File: src/rtl/button_conditioner.sv
// rtl/button_conditioner.sv - per-channel button synchroniser, debouncer, edge pulser and auto-repeat
module button_conditioner #(
    parameter int N_CH            = 4,
    parameter int SYNC_STAGES     = 2,
    parameter int DEBOUNCE_CYCLES = 8,
    parameter int REPEAT_DELAY    = 20,
    parameter int REPEAT_PERIOD   = 5
) (
    input  logic            clk,
    input  logic            reset,
    input  logic [N_CH-1:0] btn_i,
    input  logic [N_CH-1:0] repeat_en_i,
    output logic [N_CH-1:0] level_o,
    output logic [N_CH-1:0] press_o,
    output logic [N_CH-1:0] release_o
);

    localparam int CW   = $clog2(DEBOUNCE_CYCLES + 1);
    localparam int RMAX = (REPEAT_DELAY > REPEAT_PERIOD) ? REPEAT_DELAY : REPEAT_PERIOD;
    localparam int RW   = $clog2(RMAX + 1);

    localparam logic [CW-1:0] DB_LAST   = CW'(DEBOUNCE_CYCLES - 1);
    localparam logic [CW-1:0] CNT_ONE   = CW'(1);
    localparam logic [RW-1:0] R_DELAY   = RW'(REPEAT_DELAY);
    localparam logic [RW-1:0] R_PERIOD  = RW'(REPEAT_PERIOD);
    localparam logic [RW-1:0] R_ONE     = RW'(1);
    localparam bit            DB_SINGLE = (DEBOUNCE_CYCLES == 1);

    typedef enum logic [1:0] {
        RELEASED    = 2'd0,
        PRESS_CHK   = 2'd1,
        HELD        = 2'd2,
        RELEASE_CHK = 2'd3
    } state_t;

    for (genvar ch = 0; ch < N_CH; ch++) begin : g_ch
        logic [SYNC_STAGES-1:0] sync_q;
        state_t                 state_q, state_d;
        logic [CW-1:0]          cnt_q, cnt_d;
        logic [RW-1:0]          rcnt_q, rcnt_d, rcnt_inc, rep_target;
        logic                   first_done_q, first_done_d;
        logic                   rep_fire;
        logic                   s;
        logic                   level_q, level_d;
        logic                   press_q, press_d;
        logic                   release_q, release_d;

        assign s = sync_q[SYNC_STAGES-1];

        always_ff @(posedge clk or negedge reset) begin
            if (!reset) begin
                sync_q       <= '0;
                state_q      <= RELEASED;
                cnt_q        <= '0;
                rcnt_q       <= '0;
                first_done_q <= 1'b0;
                level_q      <= 1'b0;
                press_q      <= 1'b0;
                release_q    <= 1'b0;
            end else begin
                sync_q       <= {sync_q[SYNC_STAGES-2:0], btn_i[ch]};
                state_q      <= state_d;
                cnt_q        <= cnt_d;
                rcnt_q       <= rcnt_d;
                first_done_q <= first_done_d;
                level_q      <= level_d;
                press_q      <= press_d;
                release_q    <= release_d;
            end
        end

        // cnt counts agreeing samples seen so far; the change is accepted on the sample that completes the run
        always_comb begin
            state_d      = state_q;
            cnt_d        = cnt_q;
            rcnt_d       = rcnt_q;
            first_done_d = first_done_q;
            level_d      = level_q;
            press_d      = 1'b0;
            release_d    = 1'b0;
            rep_fire     = 1'b0;
            rcnt_inc     = rcnt_q + R_ONE;
            rep_target   = first_done_q ? R_PERIOD : R_DELAY;

            if (state_q == HELD || state_q == RELEASE_CHK) begin
                if (!repeat_en_i[ch]) begin
                    rcnt_d       = '0;
                    first_done_d = 1'b0;
                end else if (rcnt_inc == rep_target) begin
                    rep_fire     = 1'b1;
                    rcnt_d       = '0;
                    first_done_d = 1'b1;
                end else begin
                    rcnt_d = rcnt_inc;
                end
            end

            case (state_q)
                RELEASED: begin
                    if (s) begin
                        if (DB_SINGLE) begin
                            state_d      = HELD;
                            level_d      = 1'b1;
                            press_d      = 1'b1;
                            cnt_d        = '0;
                            rcnt_d       = '0;
                            first_done_d = 1'b0;
                        end else begin
                            state_d = PRESS_CHK;
                            cnt_d   = CNT_ONE;
                        end
                    end
                end
                PRESS_CHK: begin
                    if (!s) begin
                        state_d = RELEASED;
                        cnt_d   = '0;
                    end else if (cnt_q == DB_LAST) begin
                        state_d      = HELD;
                        level_d      = 1'b1;
                        press_d      = 1'b1;
                        cnt_d        = '0;
                        rcnt_d       = '0;
                        first_done_d = 1'b0;
                    end else begin
                        cnt_d = cnt_q + CNT_ONE;
                    end
                end
                HELD: begin
                    press_d = rep_fire;
                    if (!s) begin
                        if (DB_SINGLE) begin
                            state_d      = RELEASED;
                            level_d      = 1'b0;
                            release_d    = 1'b1;
                            press_d      = 1'b0;
                            cnt_d        = '0;
                            rcnt_d       = '0;
                            first_done_d = 1'b0;
                        end else begin
                            state_d = RELEASE_CHK;
                            cnt_d   = CNT_ONE;
                        end
                    end
                end
                RELEASE_CHK: begin
                    press_d = rep_fire;
                    if (s) begin
                        state_d = HELD;
                        cnt_d   = '0;
                    end else if (cnt_q == DB_LAST) begin
                        // release wins over a repeat falling on the same cycle
                        state_d      = RELEASED;
                        level_d      = 1'b0;
                        release_d    = 1'b1;
                        press_d      = 1'b0;
                        cnt_d        = '0;
                        rcnt_d       = '0;
                        first_done_d = 1'b0;
                    end else begin
                        cnt_d = cnt_q + CNT_ONE;
                    end
                end
                default: begin
                    state_d = RELEASED;
                    cnt_d   = '0;
                end
            endcase
        end

        assign level_o[ch]   = level_q;
        assign press_o[ch]   = press_q;
        assign release_o[ch] = release_q;
    end

endmodule

File: config.mk
export PLATFORM = sky130hd
export DESIGN_NAME = button_conditioner
export DESIGN_NICKNAME = d
export VERILOG_FILES = /design/src/rtl/button_conditioner.sv
export SDC_FILE = /design/constraint.sdc
export NUM_CORES = 1
export LEC_CHECK = 0
export ABC_AREA = 1
export BUFFER_PORTS_ARGS = -buffer_cell sky130_fd_sc_hd__buf_2
export CAP_MARGIN = 20
export CORE_UTILIZATION = 40
export DETAILED_ROUTE_END_ITERATION = 8
export HOLD_SLACK_MARGIN = 0.06
export PLACE_DENSITY_LB_ADDON = 0.25
export SLEW_MARGIN = 25
export SYNTH_ARGS = -nofsm -noshare
export SYNTH_HDL_FRONTEND = slang
export SYNTH_SLANG_ARGS = --single-unit
export TNS_END_PERCENT = 10
File: constraint.sdc
create_clock -name clk -period 3.54 [get_ports clk]
set_input_delay 0.708 -clock clk [delete_from_list [all_inputs] [get_ports clk]]
set_output_delay 0.708 -clock clk [all_outputs]
set_load 0.02 [all_outputs]
# After elaboration in Yosys (flattened, before gate mapping)
# Index checks and enable logic that the tools add are counted.
[totals]
register_bits = 68
output_inout_bits = 12
elab_cells = 288
in_bits = 10
[op_classes]
mux = 172
add_sub_neg = 8
eq_ne = 52
reduce_logical = 24
[op_table]
columns = ["operator", "count"]
rows = [
  ["$mux 5", 28],
  ["$mux 4", 20],
  ["$mux 1", 76],
  ["$pmux 4 s4", 4],
  ["$mux 2", 24],
  ["$ne 2x2->1 const B", 20],
  ["$pmux 5 s2", 4],
  ["$pmux 2 s4", 4],
  ["$add 5x1->5 const B", 4],
  ["$eq 5x5->1", 4],
  ["$reduce_and 5->1", 4],
  ["$add 4x1->4 const B", 4],
  ["$eq 2x2->1 const B", 8],
  ["$eq 4x3->1 const B", 4],
  ["$pmux 1 s2", 8],
  ["$reduce_and 4->1", 4],
  ["$ne 3x2->1 const B", 4],
  ["$ne 3x3->1 const B", 4],
  ["$pmux 1 s3", 4],
  ["$eq 2x1->1 const B", 4],
  ["$logic_not 2->1", 4],
  ["$ne 2x1->1 const B", 4],
  ["$reduce_and 2->1", 4],
  ["$reduce_bool 2->1", 4],
  ["$logic_or 1x1->1", 4],
]

# Depth between registers and ports, before layout
[logic_depth]
word_depth = 8
ltp_mapped = 9
ltp_nobuf = 9

# Least setup slack after synthesis
# OpenSTA, ideal clock, no wires.
[synth_path]
kind = "register -> register"
from = "reg g_ch[1].rcnt_q[0]"
to = "reg g_ch[1].rcnt_q[2]"
required_time_ns = 3.419
path_slack_ns = 2.181
path_stages_with_launch = 10
path_buffers = 0
arrival_time_ns = 1.239
period_less_slack_ns = 1.359
setup_ns = 0.121
cell_sequence = "dfrtp_1 ha_1 inv_1 nand2_1 nor2_1 nand2_1 nor2_1 nand2_1 nand3_1 a21oi_1"
[synth_between]
elab_chain_cells = 8
elab_cells_between_ends = 9
classes_between = "add/sub: 1; eq/ne: 1; mux: 7"
[synth_lines]
columns = ["element", "line_no", "source"]
rows = [
  ["start: declaration", "40", "logic [RW-1:0] rcnt_q, rcnt_d, rcnt_inc, rep_target;"],
  ["start signal: assignment", "64", "rcnt_q <= rcnt_d;"],
  ["$add 5x1->5 (*)", "82", "rcnt_inc = rcnt_q + R_ONE;"],
  ["$eq 5x5->1", "89", "end else if (rcnt_inc == rep_target) begin"],
  ["$mux 5 (*)", "89", ""],
  ["$mux 5 (*)", "86", "if (!repeat_en_i[ch]) begin"],
  ["$mux 5 (*)", "85", "if (state_q == HELD || state_q == RELEASE_CHK) begin"],
  ["$mux 5", "118, 151", ""],
  ["$mux 5, on equally long branches", "148, 115", ""],
  ["$pmux 5 s2 (*)", "98", "case (state_q)"],
  ["via g_ch[1].rcnt_d[2]", "40", ""],
]
# The timed path passes the listed nets; every way through them passes the cells marked *.
# A chain may end at the register's enable or synchronous reset.

# Final worst setup path
[layout_path]
from = "reg g_ch[3].level_q"
to = "out level_o[3]"
[layout_rtl]
columns = ["element", "line_no", "source"]
rows = [
  ["start: declaration", "44", "logic level_q, level_d;"],
  ["start signal: assignment", "66", "level_q <= level_d;"],
  ["end: declaration", "13", "output logic [N_CH-1:0] level_o,"],
]
# No word-level cell between the ends.

==> out/metrics.yaml <==
run_status:
  status: "complete, no violations"
clocking:
  clk_pin_slew_ps: 80
  cts_hold_buf: 0
  cts_sinks: 68
  clk_latency_ps: 340
  cts_tree: "done"
  cts_buffer_depth: 2
  htreeDepth: 3
  cts_resized: 0
  numCtsBuffers: 9
  cts-root-buf: "clkbuf_8"
  cts_setup_buffers: 0
pwr:
  vdd_drop_max_uv: 239
  p_sw_mw: 1.15
  p_int_mw: 1.91
  clkPwrFrac_pct: 25.8
  switching_share_pct: 37.5
  p_comb_share_pct: 32.5
  total_power_mw: 3.06
  p_leak_nw: 2.08
  sequentialPowerShare_pct: 41.6
  p_per_area_nw_per_um2: 770
yosys:
  synth-seq-cells: 68
  syn_avg_cell_area_um2: 8.47
  synthSimpleGateAreaFrac_pct: 29.3
  yosysSeqAreaShare_pct: 47.4
  synthDistinctLibCells: 29
  synth_edf_count: 0
  synth_warnings: 0
  netlist_area_um2: 3590
  synthMuxAreaShare_pct: 0
  synth_xor_area_share_pct: 2.20
  synth_top_family_by_area: "simple AND/OR/NAND/NOR gates"
  yosys_most_used_dff: "dfrtp_1"
  async_flop_share_pct: 100
  synthCells: 424
  synthAdderAreaFrac_pct: 2.79
  synth_nets: 442
  synth_compound_area_share_pct: 8.99
sta:
  tns_ps: 0
  skew_ps: 7.41
  worstMarginPinSlew_ps: 856
  fmax_ghz: 0.625
  relSlewSlack_pct: 42.9
  post-route-period-util_pct: 45.2
  period_minus_slack_ps: 1600
  maxSlewViolCount: 0
  setup_violations: 0
  rsz0062_at_grt: "no"
  hold_viol: 0
route:
  via_per_inst: 5.01
  num_vias: 2774
  dr.first_iter.drc_count: 69
  drc: 0
  routed_wl_mm: 6.27
  postRouteAntennaNets: 0
  drt_pass1_iterations: 5
  routedWlPerCell_um: 11.3
setup_path:
  timing.critical_path.buf_inv: 1
  cp-end-kind: "output pin"
  start_kind: "flop"
  crit_chain: "buf_2"
  crit_slowest_cell: "dfrtp_1"
  cpPeakStageDelay_ps: 390
  path_class: "reg2out"
  critPathMaxFanout: 2
  crit_family: "flip-flops"
  cp_data_required_time_ps: 2830
  arrival_ps: 890
global_routing:
  grt-ovfl-total: 0
  antenna_found_initial: 0
  grt_usage_pct: 14.5
  grt_pass1_wl_mm: 11.2
  grt_max_degree: 69
  first_global_vias: 2570
floorplan:
  die_y_um: 96.8
  start_util_pct: 41.2
  rows: 34
  die-area_um2: 9360
  io_pins: 22
  coreArea_um2: 8720
  die_x_um: 96.8
placed_design:
  io_buffers: 21
  place_congestion: 0.817
  hpwlAfterDp_mm: 4.46
min_path:
  hold_path_class: "reg2reg"
final_layout:
  diodes: 0
  nNetsFinal: 459
  final_cell_mix: "nand2_1 (95), dfrtp_1 (68), inv_1 (48), nand3_1 (46), nor2_1 (27)"
  final_common_cell: "nand2_1"
  area_growth_pct: 10.6
  drive_gt1_share_pct: 17.5
job:
  maxCapViolCount: 0
[logic make-up (layout without fill, tap and decap cells)]
kind of cell               after synthesis  in the layout
AOI/OAI and AO/OA                       53             53
xor gates and xnor gates                 9              9
adders and majority gates                8              8
buffers and inverters                   74             96
DFF                                     68             68
and+or+nand+nor                        212            212
[flip-flops by register name, indices dropped and copies added, names as in the netlist, named ones only]
name               flops
g_ch.level_q           4
g_ch.state_q           4
g_ch.cnt_q            16
g_ch.release_q         4
g_ch.first_done_q      4
g_ch.press_q           4
g_ch.sync_q            8
g_ch.rcnt_q           20
[final timing paths]
path                                              from                           to  slack (ps)  cells past startpoint
min                        g_ch[3].sync_q[0]$_DFF_PN0_  g_ch[3].sync_q[1]$_DFF_PN0_         340                      0
min in group asynchronous                        reset  g_ch[0].rcnt_q[3]$_DFF_PN0_         560                      2
max reg2reg                g_ch[1].rcnt_q[0]$_DFF_PN0_  g_ch[1].rcnt_q[4]$_DFF_PN0_        2040                      9
max in group asynchronous                        reset  g_ch[2].release_q$_DFF_PN0_        2420                      2
max                        g_ch[3].level_q$_DFFE_PN0P_                   level_o[3]        1940                      1
min reg2reg                g_ch[3].sync_q[0]$_DFF_PN0_  g_ch[3].sync_q[1]$_DFF_PN0_         340                      0
[stage by stage]
step / hold WS (ps) / util, % / setup WS [ps] / cell area, um2 / std cells
3_3_place_gp: 334 / 42.7 / 1990 / 3720 / 538
5_1_grt: 350 / 45.5 / 1860 / 3970 / 554
4_1_cts: 344 / 45.5 / 1920 / 3970 / 554
2_1_floorplan: 331 / - / 2180 / 3590 / 424
3_5_place_dp: 335 / 42.7 / 1970 / 3720 / 538
6_report: 340 / 45.5 / 1940 / 3970 / 554
[final cells by class]
class | instances | area, um2
sequential | 68 | 1700
clock buffer | 12 | 155
inverter | 58 | 218
timing repair buffer | 22 | 113
tap | 108 | 135
fill | 832 | 4750
multi-input combinational | 282 | 1550
clock inverter | 4 | 95.1
[power groups by stage]
stage	registers, mW	clock network [mW]	logic (mW)
6_report	1.27	0.790	0.994
5_1_grt	1.31	0.854	1.17
4_1_cts	1.27	0.819	1.01
3_5_place_dp	1.28	0	1.00
3_3_place_gp	1.27	0	0.973
2_1_floorplan	1.19	0	0.901
[metal layers]
metal	global-route usage, %	wire [um]	up-vias
met1	19.0	3040	1307
met3	2.75	174	10
li1	-	-	1416
met2	23.2	2940	41
met5	0	0	-
met4	7.00	111	0
[cells in the mapped netlist, types with 2 or more instances]
cell type | n | share of area [%]
nand2_1 | 95 | 9.9
dfrtp_1 | 68 | 47
inv_1 | 48 | 5.0
nand3_1 | 46 | 6.4
nor2_1 | 27 | 2.8
a21oi_1 | 18 | 2.5
nand4_1 | 17 | 3.0
o21ai_0 | 17 | 2.4
buf_4 | 15 | 3.1
inv_2 | 10 | 1.0
ha_1 | 8 | 2.8
nand2_4 | 7 | 2.2
o21ai_1 | 7 | 0.98
xor2_1 | 7 | 1.7
a211oi_2 | 4 | 1.4
nand2_2 | 4 | 0.70
nor2_2 | 4 | 0.70
nor3_1 | 4 | 0.56
nor3_2 | 3 | 0.84
o21ai_2 | 3 | 0.73
nor2_4 | 2 | 0.63
nor2_8 | 2 | 1.1
xnor2_1 | 2 | 0.49
No activity file was read; power rests on OpenSTA's default activity.
